File: config.mk
export PLATFORM = sky130hd
export DESIGN_NAME = upack_channel_sequencer_flat
export DESIGN_NICKNAME = d
export VERILOG_FILES = /design/src/rtl/upack_channel_sequencer_pkg.sv /design/src/rtl/upack_channel_sequencer_if.sv /design/src/rtl/count_bits.sv /design/src/rtl/upack_next_channel.sv /design/src/rtl/upack_channel_sequencer.sv /design/src/flat_wrapper.sv
export SDC_FILE = /design/constraint.sdc
export NUM_CORES = 1
export LEC_CHECK = 0
export BUFFER_PORTS_ARGS = -buffer_cell sky130_fd_sc_hd__buf_2
export CORE_MARGIN = 2
export CORE_UTILIZATION = 55
export CTS_CLUSTER_SIZE = 25
export DETAILED_ROUTE_END_ITERATION = 8
export MAX_ROUTING_LAYER = met4
export PLACE_DENSITY = 0.82
export SLEW_MARGIN = 40
export SYNTH_ARGS = -nofsm -noshare
export SYNTH_HDL_FRONTEND = slang
export SYNTH_HIERARCHICAL = 1
export SYNTH_SLANG_ARGS = --single-unit
export TNS_END_PERCENT = 50
File: constraint.sdc
create_clock -name clk -period 4.21 [get_ports clk]
set_clock_uncertainty 0.05 [all_clocks]
set_input_delay 0.6315 -clock clk [delete_from_list [all_inputs] [get_ports clk]]
set_output_delay 0.6315 -clock clk [all_outputs]
set_load 0.01 [all_outputs]
File: src/rtl/upack_channel_sequencer_pkg.sv
// Shared definitions for the unpacker channel sequencer.
// Holds the binary FSM state encoding used by the sequencer.
package upack_channel_sequencer_pkg;

   typedef enum logic [1:0] {
      IDLE = 2'd0,
      LOAD = 2'd1,
      RUN  = 2'd2
   } seq_state_t;

endpackage

File: src/rtl/upack_channel_sequencer_if.sv
// Slot stream from the sequencer to the unpacker datapath.
// Valid/ready handshake plus per-slot framing information.
interface upack_channel_sequencer_if #(
   parameter int CW = 2
) ();

   logic          out_valid;
   logic          out_ready;
   logic [CW-1:0] out_channel;
   logic          out_ts;
   logic          out_first;
   logic          out_last;

   modport master (
      output out_valid,
      output out_channel,
      output out_ts,
      output out_first,
      output out_last,
      input  out_ready
   );

   modport slave (
      input  out_valid,
      input  out_channel,
      input  out_ts,
      input  out_first,
      input  out_last,
      output out_ready
   );

endinterface

File: src/rtl/count_bits.sv
// Population count of a bit vector.
// Purely combinational.
module count_bits #(
   parameter int BITS_WIDTH = 4
) (
   input  logic [BITS_WIDTH-1:0]       bits,
   output logic [$clog2(BITS_WIDTH):0] count
);

   always_comb begin
      count = '0;
      for (int i = 0; i < BITS_WIDTH; i++) begin
         count = count + {{$clog2(BITS_WIDTH){1'b0}}, bits[i]};
      end
   end

endmodule

File: src/rtl/upack_next_channel.sv
// Finds the next enabled channel above the current index.
// With restart set, the search starts from index 0 inclusive.
module upack_next_channel #(
   parameter  int N  = 4,
   localparam int CW = $clog2(N)
) (
   input  logic [N-1:0]  mask,
   input  logic [CW-1:0] cur,
   input  logic          restart,
   output logic [CW-1:0] next,
   output logic          found,
   output logic          is_last
);

   // Descending scan so the lowest qualifying index wins.
   always_comb begin
      next    = '0;
      found   = 1'b0;
      is_last = 1'b1;
      for (int i = N - 1; i >= 0; i--) begin
         if (mask[i] && (restart || i > int'(cur))) begin
            next  = CW'(i);
            found = 1'b1;
         end
         if (mask[i] && i > int'(cur)) begin
            is_last = 1'b0;
         end
      end
   end

endmodule

File: src/rtl/upack_channel_sequencer.sv
// Emits one slot per enabled channel per frame, optionally led by a
// timestamp slot; the enable mask is only adopted at frame boundaries.
module upack_channel_sequencer
   import upack_channel_sequencer_pkg::*;
#(
   parameter  int NUM_OF_CHANNELS = 4,
   parameter  int TIMESTAMP_EN    = 1,
   localparam int N               = NUM_OF_CHANNELS,
   localparam int CW              = $clog2(NUM_OF_CHANNELS)
) (
   input  logic          clk,
   input  logic          resetn,
   input  logic          run,
   input  logic [N-1:0]  enable,
   input  logic          cfg_update,
   output logic          cfg_pending,
   output logic [N-1:0]  active_mask,
   output logic [CW:0]   active_count,
   upack_channel_sequencer_if.master slot
);

   localparam bit TS = (TIMESTAMP_EN != 0);

   seq_state_t    state;
   seq_state_t    state_nxt;
   logic          slot_ts;
   logic          slot_first;
   logic [CW-1:0] slot_ch;

   logic          consume;
   logic [N-1:0]  mask_src;
   logic [CW:0]   pop;
   logic          run_st;
   logic          accept;
   logic          last_slot;
   logic          frame_end;

   logic [CW-1:0] start_next;
   logic          start_found;
   logic          start_last;
   logic [CW-1:0] step_next;
   logic          step_found;
   logic          step_last;
   logic          unused;

   assign consume   = (state == LOAD) &&
                      (cfg_pending || active_mask == '0);
   assign mask_src  = consume ? enable : active_mask;
   assign run_st    = (state == RUN);
   assign accept    = run_st && slot.out_ready;
   assign last_slot = !slot_ts && step_last;
   assign frame_end = accept && last_slot;
   assign unused    = ^{start_last, step_found};

   count_bits #(
      .BITS_WIDTH (N)
   ) u_count (
      .bits  (enable),
      .count (pop)
   );

   // Frame start: lowest channel of the mask about to be in use.
   upack_next_channel #(
      .N (N)
   ) u_start (
      .mask    (mask_src),
      .cur     ('0),
      .restart (1'b1),
      .next    (start_next),
      .found   (start_found),
      .is_last (start_last)
   );

   upack_next_channel #(
      .N (N)
   ) u_step (
      .mask    (active_mask),
      .cur     (slot_ch),
      .restart (1'b0),
      .next    (step_next),
      .found   (step_found),
      .is_last (step_last)
   );

   always_ff @(posedge clk or negedge resetn) begin
      if (!resetn) begin
         state <= IDLE;
      end else begin
         state <= state_nxt;
      end
   end

   always_comb begin
      state_nxt = state;
      unique case (state)
         IDLE: begin
            if (run) state_nxt = LOAD;
         end
         LOAD: begin
            state_nxt = start_found ? RUN : IDLE;
         end
         RUN: begin
            if (frame_end) begin
               if (!run)            state_nxt = IDLE;
               else if (cfg_pending) state_nxt = LOAD;
               else                  state_nxt = RUN;
            end
         end
         default: state_nxt = IDLE;
      endcase
   end

   always_comb begin
      slot.out_valid   = run_st;
      slot.out_ts      = run_st && slot_ts;
      slot.out_first   = run_st && slot_first;
      slot.out_last    = run_st && last_slot;
      slot.out_channel = run_st ? slot_ch : '0;
   end

   // Slot cursor; reloaded at frame start, advanced on acceptance.
   always_ff @(posedge clk or negedge resetn) begin
      if (!resetn) begin
         slot_ts    <= 1'b0;
         slot_first <= 1'b0;
         slot_ch    <= '0;
      end else if (state == LOAD || frame_end) begin
         slot_ts    <= TS;
         slot_first <= 1'b1;
         slot_ch    <= TS ? '0 : start_next;
      end else if (accept) begin
         slot_ts    <= 1'b0;
         slot_first <= 1'b0;
         slot_ch    <= slot_ts ? start_next : step_next;
      end
   end

   always_ff @(posedge clk or negedge resetn) begin
      if (!resetn) begin
         cfg_pending  <= 1'b0;
         active_mask  <= '0;
         active_count <= '0;
      end else begin
         cfg_pending <= cfg_update || (cfg_pending && !consume);
         if (consume) begin
            active_mask  <= enable;
            active_count <= pop;
         end
      end
   end

endmodule

File: src/flat_wrapper.sv
// flat-port wrapper written by rule: the top's interface ports become plain ports
module upack_channel_sequencer_flat import upack_channel_sequencer_pkg::*;
#(
   parameter  int NUM_OF_CHANNELS = 4,
   parameter  int TIMESTAMP_EN    = 1,
   localparam int N               = NUM_OF_CHANNELS,
   localparam int CW              = $clog2(NUM_OF_CHANNELS)
)
  (clk, resetn, run, enable, cfg_update, cfg_pending, active_mask, active_count, slot_out_valid, slot_out_channel, slot_out_ts, slot_out_first, slot_out_last, slot_out_ready);
  upack_channel_sequencer_if #(.CW(2)) slot_i ();
  input  logic clk;
  input  logic resetn;
  input  logic run;
  input  logic [N-1:0] enable;
  input  logic cfg_update;
  output logic cfg_pending;
  output logic [N-1:0] active_mask;
  output logic [CW:0] active_count;
  output wire logic [$bits(slot_i.out_valid)-1:0] slot_out_valid;
  output wire logic [$bits(slot_i.out_channel)-1:0] slot_out_channel;
  output wire logic [$bits(slot_i.out_ts)-1:0] slot_out_ts;
  output wire logic [$bits(slot_i.out_first)-1:0] slot_out_first;
  output wire logic [$bits(slot_i.out_last)-1:0] slot_out_last;
  input wire logic [$bits(slot_i.out_ready)-1:0] slot_out_ready;
  assign slot_out_valid = slot_i.out_valid;
  assign slot_out_channel = slot_i.out_channel;
  assign slot_out_ts = slot_i.out_ts;
  assign slot_out_first = slot_i.out_first;
  assign slot_out_last = slot_i.out_last;
  assign slot_i.out_ready = slot_out_ready;
  upack_channel_sequencer #(.NUM_OF_CHANNELS(NUM_OF_CHANNELS), .TIMESTAMP_EN(TIMESTAMP_EN)) u_core (.clk(clk), .resetn(resetn), .run(run), .enable(enable), .cfg_update(cfg_update), .cfg_pending(cfg_pending), .active_mask(active_mask), .active_count(active_count), .slot(slot_i));
endmodule
==> key figures <==
Placement
  • Port-buffer cells: 22
  • RePlAce Congestion: around 0.84
  • Dpl hpwl: 1410 um

Timing
  • RSZ-0062 raised after global routing: no
  • # setup viols final: 0
  • Hold WS: approximately 180 ps
  • Setup TNS: 0 ps
  • Count of final hold-check violations: 0
  • Tcrit/Tclk final: 56.9%
  • Max Transition Viols Final: 0
  • Post-route minimum period: around 2400 ps
  • Fmax: ~0.42 GHz

GRT
  • Gr ovfl total: 0
  • Largest net degree at the start of global routing: 14
  • Global-route wire length before repair: roughly 3000 um
  • Initial antenna violation count: 0
  • Vias in the first global route: about 720
  • Tot GR Track Use: 22.1%

Clock network
  • H-tree depth: 1
  • Num CTS Buffers: 3
  • Root buffer cell: clkbuf_4
  • Clk slew on worst S/H paths: 80 ps
  • Worst-Skew Late Latency: 270 ps
  • Clock sinks: 13
  • Post-CTS Setup Bufs: 0
  • CTS Hold Buffers Added: 0
  • Clock Tree Buf Depth: 2
  • CTS tree: yes
  • Gates resized, CTS repair: 0

Critical path
  • R2R depth: 8
  • Cell mode on critical path: nor2b_1
  • Critical path class: reg2out
  • CP max stage cell: dfrtp_1
  • CP Cell Sequence: nor2b_1 > o21ai_0 > o21a_1 > nor2b_1 > and2_1 > buf_2
  • Worst setup EP type: output pin
  • RR Endpoint: u_core/slot_ch[0]
  • Slowest stage delay, CP: about 460 ps
  • Worst r2r src: u_core/active_mask[3]
  • CP required: between 3000 and 4000 ps
  • Critical-path maximum fanout: 6
  • Critical path arrival: between 1500 and 2000 ps
  • Worst setup SP type: register
  • R2R Setup Slk: 2190 ps

Floorplanning
  • Chip width: 44.8 um
  • Starting density of the core: 59.3%
  • Core area: 1540 um2
  • Row Count: 14
  • Die area: 2010 um2
  • Die Y: 44.8 um
  • Top Ports: 23

Finish
  • Fillers: 128
  • Diodes inserted: 0
  • Layout Nets: roughly 150
  • Area grow syn2layout: 22.3%
  • Layout cells sized above 1: 28.9%
  • Reg area: 325 um2
  • Area occupied by multi-input gates: 588 um2

Outcome
  • Status: complete, no violations

Synth
  • Ys Warns: 6
  • Synthesized area: 915 um2
  • Synthesized instance count: 95
  • Avg Inst Size Synth: around 9.6 um2

Run
  • Max-Cap Viols: 0

Drt
  • Final wirelength: 1840 um
  • # DRC: 0
  • Drt pass-1 iters: 4
  • Routed Antenna Nets: 0
  • Violation count after the first detailed-route iteration: 12
  • WL/cell: 12.2 um
  • Vias after detailed routing: 778
  • Drt via density: 5.15

Power and ir drop
  • Clock power frac: 10.4%
  • Pwr dens: 653 nW/um2
  • Int Pwr: between 0.0004 and 0.0005 W
  • Comb pwr share: a little under three fifths
  • Psw: 0.000307 W
  • Leak pwr: 0.612 nW
  • Sequential power share: roughly 34%
  • Worst IR Drop VDD: 0.409 mV
  • Sw frac: 42.0%

Hold path
  • Worst hold path type: in2async
==> per-stage QoR <==
stage	setup slack (ps)	cells	util (%)	total power (W)	instance area (um2)
2_1_floorplan	2140	111	-	0.000544	975
3_3_place_gp	2030	147	70.9	0.000638	1090
3_5_place_dp	2000	147	70.9	0.000655	1090
4_1_cts	1800	151	72.6	0.000734	1120
5_1_grt	1660	151	72.6	0.000792	1120
6_report	1810	151	72.6	0.000731	1120
==> sequential cells by signal, indices dropped and copies added (netlist names) <==
register / cells
u_core/state: 2
u_core/cfg_pending: 1
u_core/slot_first: 1
u_core/active_count: 3
u_core/slot_ch: 2
u_core/active_mask: 4
==> worst max-delay path by stage <==
stage	cells past startpoint	slack [ps]	endpoint	start
finish	6	1810	slot_out_last	u_core/active_mask[1]
global route	6	1660	slot_out_last	u_core/active_mask[1]
CTS	6	1800	slot_out_last	u_core/active_mask[1]
detailed placement	7	2000	u_core/active_count[1]	enable[0]
global placement	7	2030	u_core/active_count[1]	enable[0]
floorplan	6	2140	u_core/active_count[1]	enable[0]
==> layout make-up <==
cell class	instances	share of cell area (%)
flip-flops and latches	13	29.1
multi-input cells	83	52.6
clock buffers	4	2.35
well taps	16	1.79
inverters	13	4.36
repair buffers	22	9.84
==> power groups by stage <==
stage | Clock [W] | Sequential [W] | Combinational (W)
2_1_floorplan | 0 | 0.000252 | 0.000293
3_3_place_gp | 0 | 0.000245 | 0.000393
3_5_place_dp | 0 | 0.000250 | 0.000405
4_1_cts | 0.0000797 | 0.000249 | 0.000406
5_1_grt | 0.0000852 | 0.000260 | 0.000446
6_report | 0.0000761 | 0.000249 | 0.000405
==> per-layer routing <==
layer	routed length, um	vias up	global-route usage (%)
li1	-	393	-
met1	841	361	27.7
met2	908	24	36.5
met3	94	0	4.80
met4	0	0	5.29
met5	0	-	-
==> critical path: cells and delay by family, from the launching register on <==
family	cells	cell delay, ps
and+or+nand+nor	3	580
DFF	1	460
AOI/OAI and AO/OA	2	290
buffers and inverters	1	120
==> cells in the final DEF, fill, tap and decap left out, types with 4 or more instances in the layout <==
master,n
nor2b_1,4
conb_1,18
dfrtp_1,13
and2_1,4
a21oi_1,4
inv_1,13
nor2_1,4
nand2_1,4
nand3_1,4
nand2b_1,4
buf_2,22
a22o_2,4
Power figures use the tool's default switching activity.
